[src/rtl/path_reader.sv]
// Drains the coordinate stack after the solver finishes, buffers the path and streams it out.
// Define PATH_READER_REVERSE_EN to emit start-to-end; otherwise entries leave in pop order.
module path_reader #(
    parameter int unsigned W     = 4,
    parameter int unsigned DEPTH = 16
) (
    input  logic         clk,
    input  logic         rst,
    input  logic         start,
    output logic         stk_pop,
    input  logic [W-1:0] stk_x,
    input  logic [W-1:0] stk_y,
    input  logic         stk_fail,
    output logic         out_valid,
    input  logic         out_ready,
    output logic [W-1:0] out_x,
    output logic [W-1:0] out_y,
    output logic         out_last,
    output logic         busy,
    output logic         done,
    output logic         overflow
);

    localparam int unsigned CW = $clog2(DEPTH + 1);
    localparam int unsigned IW = (DEPTH > 1) ? $clog2(DEPTH) : 1;

    typedef enum logic [1:0] {StIdle, StPop, StWait, StEmit} state_e;

    state_e        state_q, state_d;
    logic [CW-1:0] cnt_q, cnt_d;
    logic [IW-1:0] idx_q, idx_d;
    logic          ovf_q, ovf_d;
    logic          done_q, done_d;
    logic [W-1:0]  out_x_q, out_x_d;
    logic [W-1:0]  out_y_q, out_y_d;
    logic          last_q, last_d;

    logic [W-1:0]  mem_x_q [DEPTH];
    logic [W-1:0]  mem_y_q [DEPTH];

    logic          we;
    logic          load;
    logic [IW-1:0] last_idx;
    logic [IW-1:0] first_idx;
    logic [IW-1:0] end_idx;
    logic [W-1:0]  rd_x;
    logic [W-1:0]  rd_y;

    always_comb begin
        state_d = state_q;
        cnt_d   = cnt_q;
        idx_d   = idx_q;
        ovf_d   = ovf_q;
        done_d  = 1'b0;
        we      = 1'b0;
        load    = 1'b0;

        unique case (state_q)
            StIdle: begin
                if (start) begin
                    state_d = StPop;
                    cnt_d   = '0;
                    ovf_d   = 1'b0;
                end
            end
            StPop: state_d = StWait;
            StWait: begin
                if (stk_fail) begin
                    if (cnt_q == '0) begin
                        state_d = StIdle;
                        done_d  = 1'b1;
                    end else begin
                        state_d = StEmit;
                        load    = 1'b1;
                    end
                end else begin
                    we    = 1'b1;
                    cnt_d = cnt_q + CW'(1);
                    if (cnt_d == CW'(DEPTH)) begin
                        ovf_d   = 1'b1;
                        state_d = StEmit;
                        load    = 1'b1;
                    end else begin
                        state_d = StPop;
                    end
                end
            end
            StEmit: begin
                if (out_ready) begin
                    if (last_q) begin
                        state_d = StIdle;
                        done_d  = 1'b1;
                    end else begin
                        load = 1'b1;
`ifdef PATH_READER_REVERSE_EN
                        idx_d = idx_q - IW'(1);
`else
                        idx_d = idx_q + IW'(1);
`endif
                    end
                end
            end
            default: state_d = StIdle;
        endcase

        last_idx = IW'(cnt_d - CW'(1));
`ifdef PATH_READER_REVERSE_EN
        first_idx = last_idx;
        end_idx   = '0;
`else
        first_idx = '0;
        end_idx   = last_idx;
`endif
        if (state_q == StWait && load) begin
            idx_d = first_idx;
        end

        // The entry written on the overflowing WAIT is not in the buffer yet; forward it.
        rd_x = mem_x_q[idx_d];
        rd_y = mem_y_q[idx_d];
        if (we && idx_d == cnt_q[IW-1:0]) begin
            rd_x = stk_x;
            rd_y = stk_y;
        end

        out_x_d = load ? rd_x : out_x_q;
        out_y_d = load ? rd_y : out_y_q;
        if (load) begin
            last_d = (idx_d == end_idx);
        end else if (state_d != StEmit) begin
            last_d = 1'b0;
        end else begin
            last_d = last_q;
        end
    end

    always_ff @(posedge clk or negedge rst) begin
        if (!rst) begin
            state_q <= StIdle;
            cnt_q   <= '0;
            idx_q   <= '0;
            ovf_q   <= 1'b0;
            done_q  <= 1'b0;
            out_x_q <= '0;
            out_y_q <= '0;
            last_q  <= 1'b0;
        end else begin
            state_q <= state_d;
            cnt_q   <= cnt_d;
            idx_q   <= idx_d;
            ovf_q   <= ovf_d;
            done_q  <= done_d;
            out_x_q <= out_x_d;
            out_y_q <= out_y_d;
            last_q  <= last_d;
        end
    end

    always_ff @(posedge clk) begin
        if (we) begin
            mem_x_q[cnt_q[IW-1:0]] <= stk_x;
            mem_y_q[cnt_q[IW-1:0]] <= stk_y;
        end
    end

    assign stk_pop   = (state_q == StPop);
    assign out_valid = (state_q == StEmit);
    assign busy      = (state_q != StIdle);
    assign done      = done_q;
    assign overflow  = ovf_q;
    assign out_x     = out_x_q;
    assign out_y     = out_y_q;
    assign out_last  = last_q;

endmodule

[config.mk]
export PLATFORM = sky130hd
export DESIGN_NAME = path_reader
export DESIGN_NICKNAME = d
export VERILOG_FILES = /design/src/rtl/path_reader.sv
export SDC_FILE = /design/constraint.sdc
export NUM_CORES = 1
export LEC_CHECK = 0
export ABC_AREA = 0
export ABC_CLOCK_PERIOD_IN_PS = 5190
export CAP_MARGIN = 20
export CORE_MARGIN = 2
export CORE_UTILIZATION = 65
export DETAILED_ROUTE_END_ITERATION = 8
export GPL_TIMING_DRIVEN = 0
export PLACE_DENSITY = 0.84
export SYNTH_ARGS = -nofsm -noshare
export SYNTH_HDL_FRONTEND = slang
export SYNTH_SLANG_ARGS = --single-unit
[constraint.sdc]
create_clock -name clk -period 5.19 [get_ports clk]
set_clock_uncertainty 0.1 [all_clocks]
set_input_delay 1.038 -clock clk [delete_from_list [all_inputs] [get_ports clk]]
set_output_delay 1.038 -clock clk [all_outputs]
set_load 0.02 [all_outputs]
### Word level (Yosys, flattened, before mapping)

Memories as Yosys holds them, arrays and structs flattened. A register that Yosys moved wholly into a read port is not among the register bits.
Cells that the tools add are included.

* output and inout bits: 14
* logic and storage cells: 64
* RAM bits: 128
* bits in registers: 14
* memories kept: 2

Memories
* mem_x_q: words 16, width 4, rd ports 1, clocked after Yosys merged registers in 1, wr ports 1, line 38 `logic [W-1:0] mem_x_q [DEPTH];`
* mem_y_q: words 16, width 4, rd ports 1, clocked after Yosys merged registers in 1, wr ports 1, line 39 `logic [W-1:0] mem_y_q [DEPTH];`

* reduce and logical (&&, ||, !) cells: 9
* eq/ne operators: 9
* add/subtract/negate cells: 3
* mux-type cells: 35

Operator list (count)
* 2-to-1 mux 1 bit: 18
* 2-to-1 mux 4 bit: 4
* 2-to-1 mux 2 bit: 6
* 2-to-1 mux 5 bit: 2
* one-hot mux 5 bit (2 select lines): 1
* inequality test 2 bit (second input constant): 4
* one-hot mux 2 bit (4 select lines): 1
* one-hot mux 1 bit (2 select lines): 3
* nonzero test 2 bit: 3
* adder 5 x 1 -> 5 bit (second input constant): 1
* equality test 5 bit (second input constant): 1
* zero test 5 bit: 1
* adder 4 x 1 -> 4 bit (second input constant): 1
* equality test 2 bit (second input constant): 2
* equality test 4 bit: 1
* AND reduction 4 bit: 1
* subtractor 4 x 1 -> 4 bit (second input constant): 1
* equality test 2 x 1 -> 1 bit (second input constant): 1
* zero test 1 bit: 2
* zero test 2 bit: 1
* logical AND 1 bit: 1

### Logic depth before layout (Yosys ltp)

* word-level depth: 9
* gate-level depth with buffers: 11
* depth with buffers taken out: 11

### Least setup slack after synthesis

No wires, ideal clock.

* path type: input to register
* start: input port stk_fail
* end: register last_q, in the netlist out_last
* arrival time: 2404 ps
* data required time: 4964 ps
* stages: 8
* path slack: 2560 ps
* library setup time: 126 ps
* path through: buf_2 nor2b_1 mux2_2 a22o_1 nor3_1 xnor2_1 a31oi_1 a21oi_1

* elaborated cells on any way between the ends: 13
* those cells by class: add/sub (1); eq/ne (2); mux (8); reduce/logical (2)

RTL lines
* start, declared: line 13 `input logic stk_fail,`
* 2-to-1 mux 5 bit: line 68 `if (stk_fail) begin`
* one-hot mux 5 bit (2 select lines): line 58 `unique case (state_q)`
* net cnt_d[2]: line 30 `logic [CW-1:0] cnt_q, cnt_d;`
* subtractor 4 x 1 -> 4 bit: line 106 `last_idx = IW'(cnt_d - CW'(1));`
* equality test 4 bit: line 129 `last_d = (idx_d == end_idx);`
* 2-to-1 mux 1 bit: line 128 `if (load) begin`
* end signal, assigned: line 155 `last_q <= last_d;`
* end, declared: line 36 `logic last_q, last_d;`

The timed path passes the listed nets, and every way through them passes these cells.
A chain may end at the register's enable or synchronous reset.

### Worst setup path in the final report

* start: input port out_ready
* end: register out_y_q[3], in the netlist out_y[3], read port of mem_y_q

* longest elaborated chain between the ends: 4
* elaborated cells on any way between the ends: 6
* those cells by class: mux (5); reduce/logical (1)

Ends and longest elaborated chain
* start, declared: line 15 `input logic out_ready,`
* 2-to-1 mux 1 bit: line 89 `if (out_ready) begin`
* one-hot mux 1 bit (2 select lines): line 58
* logical AND 1 bit: line 114 `if (state_q == StWait && load) begin`
* 2-to-1 mux 4 bit: line 114
* end, declared: line 35 `logic [W-1:0] out_y_q, out_y_d;`

Parallel ways exist; a longest one is shown, timed or not.

==> implementation parameters <==
Parameter                              Value

Run status
  Result of the run    complete, no violations

Setup path
  Path type of the worst setup path    in -> reg
  Required arrival time at the worst endpoint    roughly 5.5 ns
  Crit-path max FO    10
  Worst path slowest cell    mux2i_1
  Critical path buffers and inverters    2
  Startpoint types    input pin
  Worst setup slack for register-to-register paths    2.35 ns
  Crit-path most repeated cell    o22ai_1
  Stages on the worst setup path    8
  Cell chain of the critical path    clkdlybuf4s50_1 > nand4b_4 > mux2i_1 > buf_2 > nand2_1 > a31oi_1 > o22ai_1 > o22ai_1
  Crit path max-delay family    buffers and inverters
  Worst reg2reg path endpoint    out_y[3]
  Largest incremental delay on the critical path    between 0.6 and 0.7 ns
  Critical register-to-register path startpoint    idx_q[1]
  Arrival time of the worst setup path    between 3 and 4 ns
  Worst Setup End Kind    flip-flop
  Cell depth of the worst flop-to-flop path    8

STA
  Minimum clock period after layout    3.19 ns
  Final Hold Vio Count    0
  Setup slack after layout    roughly 2.0 ns
  Slew at the pin with the worst max-slew slack    roughly 0.83 ns
  RSZ-0062 raised after global routing    no
  Crit share post-route    61.5%
  Max_slew headroom    44.4%
  Worst hold margin    between 0.4 and 0.5 ns
  F_max    ~310 MHz
  Pins over their slew limit    0
  Final Setup Violations    0
  Final total negative setup slack    0 ns

Drt
  Length of the first detailed-routing pass in iterations    7
  Total routed wirelength    16300 um
  WL per Instance    between 20 and 25 um
  Detailed router's first-iteration violation count    ~560
  # DRC    0
  Remaining number of nets flagged by the antenna check after routing    0
  Via count    just under 5000
  Routed vias/inst    6.58

Die
  Initial cell density of the core    between 60 and 70%
  Die Span X    about 100 um
  Die height    roughly 100 um
  Number of I/O pins    27
  DIE AREA    0.0110 mm^2
  Placeable core area    just under 0.01 mm^2
  Site row count    36

Place
  Final estimated routing congestion in global placement    0.946
  HPWL after DPL    10800 um
  Port Buffer Count    25
  Placed Instances    708
  Placed cell area    between 0.007 and 0.008 mm^2
  Pre-CTS worst setup slack    around 1.5 ns

Yosys
  Cell types with the highest counts after synthesis    edfxtp_1, nand2_1, nand3_1
  Register bit total from synthesis    150
  Count of flip-flops with a built-in enable after synthesis    128
  Unique masters post-synth    54
  Average instance area after synthesis    between 10 and 15 um^2
  Yosys synthesis warning count    0
  Sequential cell area fraction in the yosys report    ~67%
  Commonest register cell after synthesis    edfxtp_1
  Post-synthesis cell count    550
  Largest cells by area after synthesis    edfxtp_1, dfrtp_1, nand2_1
  Post-Syn Area    0.00660 mm^2
  Fraction of post-synthesis cell area in the top cell type by area    between 50% and 60%
  Top-count cell post-synth    edfxtp_1
  Share of flip-flops with an asynchronous set or reset    about 15%
  Dominant cell type by area after synthesis    edfxtp_1
  Net count after synthesis    between 500 and 600

Clock network
  Level count of the clock H-tree    4
  Clock tree from TritonCTS    done
  Quantity of hold-fixing buffers added after cts    0
  Post-CTS Resized    0
  Latest clock arrival within the worst-skew pair    between 0.5 and 0.6 ns
  Clock Sink Count    150
  CTS clock-pin slew for the worst setup and hold paths    0.06 ns
  Setup Fix Bufs, Post-CTS    0
  TritonCTS buffer count    17
  Master cell of the clock root buffer    clkbuf_8
  Deepest clock path buffer count    2

Global route
  Largest net degree at the start of global routing    23
  Wire length of the first global-routing pass    approximately 25000 um
  Overall routing resource usage    between 30% and 40%
  Vias in the first global route    roughly 4500
  Initial antenna violation count    0
  Overall overflow remaining after global route    0

Power and ir drop
  Power share of the sequential group    about a third
  Worst VDD drop    between 300 and 400 uV
  Internal power contribution    2920 uW
  Share of total power in the clock network    a little over a quarter
  Total leakage power    roughly 0.0027 uW
  Sw Share    a little under two fifths
  Comb power frac    around two fifths
  Cell Pwr Density    616 mW/mm^2
  Psw    1810 uW

Layout
  Count of inserted antenna diode cells    0
  Fraction of final layout cells sized beyond drive strength 1    between 10% and 20%
  Syn-to-layout area delta    16.2%
  Nets@finish    616
  Post-route cell area    around 0.0077 mm^2
  Final non-filler cell total    741

Hold path
  Cells on Worst Hold Path    2
  Worst-case hold path end point    overflow
  Worst hold start    overflow
  Type of the worst min-delay path    reg -> reg

Run
  Max-Cap Viols    0
==> worst max path at each step <==
stage                    start   endpoint  slack, ns
detailed placement   out_ready   out_y[2]       1.52
floorplan             stk_fail   out_last       2.56
finish               out_ready   out_y[3]       2.00
global placement     out_ready   out_y[2]       1.58
CTS                 state_q[1]  out_valid       2.01
global route         out_ready   out_x[1]       1.86
==> power groups by stage <==
| stage | Sequential (uW) | Clock (uW) | Combinational [uW] |
|---|---|---|---|
| CTS | 1490 | 1290 | 1870 |
| finish | 1500 | 1290 | 1940 |
| global placement | 1510 | 0 | 1760 |
| global route | 1510 | 1340 | 2060 |
| floorplan | 1530 | 0 | 1250 |
| detailed placement | 1520 | 0 | 1840 |
==> kinds of logic (layout without fill, tap and decap cells) <==
logic type               count (synthesis)  count (layout)  synth area share (%)
AND/OR/NAND/NOR                        233             233                  16.0
flip-flops                             150             150                  66.6
AO/OA/AOI/OAI                          101             101                  9.80
buffers and inverters                   40              98                  2.92
multiplexers                            10              10                  1.95
XOR/XNOR                                 9               9                  1.48
adder cells (fa/ha/maj)                  7               7                  1.33
==> metal layers <==
| metal | vias up | wire, um | global-route usage, % |
|---|---|---|---|
| li1 | 2139 | - | - |
| met1 | 2368 | 6230 | 41.6 |
| met2 | 312 | 7760 | 47.4 |
| met3 | 57 | 1720 | 8.30 |
| met4 | 0 | 545 | 13.2 |
| met5 | - | 0 | 0 |
==> flip-flops by register name (all words and copies together), names as in the netlist <==
signal,flops
done,1
overflow,1
out_last,1
idx_q,4
cnt_q,5
out_y,4
out_x,4
mem_x_q,64
state_q,2
mem_y_q,64
==> layout by cell type, fill, tap and decap left out, types with 4 or more instances in the layout <==
cell,n
ha_1,7
buf_2,16
inv_1,10
xnor2_1,4
nand2b_1,4
mux2i_1,5
or3_1,6
o21ai_0,10
clkinv_4,4
and2_1,4
dfrtp_1,22
a21oi_1,23
clkbuf_1,11
edfxtp_1,128
bufinv_16,5
o22ai_1,15
nor3_1,4
clkdlybuf4s50_1,25
a31oi_1,34
clkbuf_16,17
nand3_1,53
nand2_1,114
xor2_1,4
nor2_1,31
==> cell type report <==
| class | instances | area, um^2 |
|---|---|---|
| sequential | 150 | 4390 |
| fill | 592 | 2150 |
| tap | 133 | 166 |
| clock inverter | 12 | 204 |
| inverter | 10 | 37.5 |
| multi-input combinational | 360 | 2010 |
| buffer | 30 | 155 |
| clock buffer | 19 | 422 |
| timing repair buffer | 27 | 280 |
==> tightest hold or removal path: stages (launching register included) <==
cell and delay [ns]:
dfrtp_1 0.35, a31oi_1 0.05, a21oi_1 0.11
==> stage by stage <==
step                power [uW]  utilization (%)
detailed placement        3360             71.5
finish                    4730             78.1
CTS                       4660             77.8
global placement          3280             71.5
floorplan                 2780                -
global route              4910             78.1
(Power assumes the default switching activity.)
==> variant: new RTL, same settings <==
Register the output `overflow` once more, without a reset; this adds one clock of latency there. The other outputs are not delayed to match.
--- a/src/rtl/path_reader.sv
+++ b/src/rtl/path_reader.sv
@@ -167,7 +167,9 @@
     assign out_valid = (state_q == StEmit);
     assign busy      = (state_q != StIdle);
     assign done      = done_q;
-    assign overflow  = ovf_q;
+    always_ff @(posedge clk) begin
+        overflow <= ovf_q;
+    end
     assign out_x     = out_x_q;
     assign out_y     = out_y_q;
     assign out_last  = last_q;
Check against the original RTL: same outputs for any inputs over 10 cycles, from zero or initial values and one cycle with rst low; that may be too few to reach the edited logic, so the function may still have changed.
==> variant against the original RTL <==
  * Design area down 0.38%
  * Clock power down 8%
  * Maximum frequency about the same
  * Combinational power barely moved
  * Critical path type unchanged
  * Setup slack about the same
  * Routed wire length rose by 2.4%
  * Critical endpoint is now out_x[1]
  * Die area increased by 0.30%
  * Power fell by 1.8%
  * Critical path depth did not move
  * Synthesized area is 0.30% higher
  * Largest power group unchanged
  * Global-route usage rose by 0.42 points
  * Count of clock-buffer cells in the layout is 1 lower
  * Sequential cell count up 1
==> variant: results (changes against the original RTL) <==
* Setup slack, reg-to-reg at 2.38 ns (+0.03 ns)
* Critical path arrival at 3.53 ns (about the same)
* Sw Share at 39.1% (+0.85 points)
* Clock-pin slew on the worst setup and hold paths at 0.06 ns (about the same)
* Global-route wire length before repair at 25500 µm (+2.3%)
* CTS buffer count at 17 (unchanged)
* Peak supply drop at 316 µV (-7.5%)
* Critical path's slowest cell: mux2i_1
* Initial antenna violation count at 0 (unchanged)
* Nets@finish at 617 (+0.16%)
* DR iter-0 viols at 765 (+36%)
* Post-Place Cell Area at 7040 µm² (+0.36%)
* Sequential fraction of the synthesis area at 66.7% (+0.10 points)
* Synth cell types at 55 (+1.9%)
* Post-synth EDFFs at 128 (unchanged)
* R2R cell count at 8 (unchanged)
* Share of cells above drive strength 1 at 10.5% (-0.18 points)
* Post-DR vias/cell at 6.66 (+1.3%)
* Vias in the first global route at 4715 (+4.5%)
* Critical Path Start: out_ready
* Slew HR at 43.2% (-1.2 points)
* Main synth FF type: edfxtp_1
* Final setup fails at 0 (unchanged)
* Total wire length at 16600 µm (+2.4%)
* Outcome: complete, no violations
* Crit path to: out_x[1]
* Lkg Pwr at 2.73 nW (-0.50%)
* Resized Gates After CTS at 0 (unchanged)
* Syn nets at 571 (+0.18%)
* Post-synth ARST share at 14.6% (-0.097 points)
* Post-CTS setup buffers at 0 (unchanged)
* Global router's overall resource usage at 31.2% (+0.42 points)
* 1st-pass router iterations at 6 (-1)
* Crit-path max cell delay at just over 0.6 ns
* Synth top area cells: edfxtp_1, dfrtp_1, nand2_1, nand3_1, a31oi_1
* Root Buffer: clkbuf_8
* Final HPWL from detailed placement at 11100 µm (+2.6%)
* Top cells by count, synth: edfxtp_1, nand2_1, nand3_1
* Gpl congestion at 0.985 (+4.1%)
* Reg2reg start: idx_q[1]
variant: how the worst min path moves through the flow:
stage          startpoint  endpoint  slack [ns]  cells after the start
5_1_grt             ovf_q  overflow        0.29                      0
6_report            ovf_q  overflow        0.28                      0
3_3_place_gp        ovf_q  overflow        0.26                      0
3_5_place_dp        ovf_q  overflow        0.27                      0
2_1_floorplan       ovf_q  overflow        0.25                      0
4_1_cts             ovf_q  overflow        0.28                      0
variant: cell type report:
cell class	instances	area, µm²
Sequential cell	151	4410
Fill cell	617	2170
Multi-Input combinational cell	360	2010
Clock buffer	18	418
Timing Repair Buffer	27	283
Tap cell	133	166
Clock inverter	13	156
Buffer	30	155
Inverter	10	37.5
variant: worst reg2reg max path: stages (launching register included):
cell and delay (ns):
dfrtp_1 0.50, ha_1 0.29, clkbuf_1 0.18, mux2i_1 0.59
clkbuf_1 0.44, nand2_1 0.10, a31oi_1 0.26, a21oi_1 0.12
o22ai_1 0.16
variant: logic make-up (layout without fill, tap and decap cells):
kind of cell	after synthesis	count (layout)	synth area share [%]
multiplexers	10	10	1.95
XOR/XNOR	9	9	1.47
buffers and inverters	40	98	2.91
adder cells (fa/ha/maj)	7	7	1.32
AO/OA/AOI/OAI	101	101	9.77
AND/OR/NAND/NOR	233	233	15.9
flip-flops	151	151	66.7
variant: through the flow:
stage          power (W)  std cells  setup WS [ns]  hold slack, ns
2_1_floorplan    0.00279        551           2.56           0.248
6_report         0.00464        742           2.00           0.281
5_1_grt          0.00483        742           1.84           0.294
3_3_place_gp     0.00329        709           1.56           0.262
3_5_place_dp     0.00337        710           1.57           0.271
4_1_cts          0.00456        741           2.02           0.285
variant: routing by layer:
metal / global-route usage [%] / vias up / share of wire [%]
met5: 0 / - / 0
met4: 13.5 / 0 / 3.8
met3: 8.67 / 60 / 13
met2: 49.6 / 402 / 49
met1: 40.5 / 2353 / 35
li1: - / 2130 / -
variant: power by group through the flow:
stage | Sequential (W) | Clock (W) | Combinational [W]
after floorplan | 0.00154 | 0 | 0.00125
after detailed placement | 0.00153 | 0 | 0.00184
after global routing | 0.00152 | 0.00123 | 0.00208
final | 0.00151 | 0.00119 | 0.00194
after global placement | 0.00152 | 0 | 0.00177
after CTS | 0.00151 | 0.00118 | 0.00187
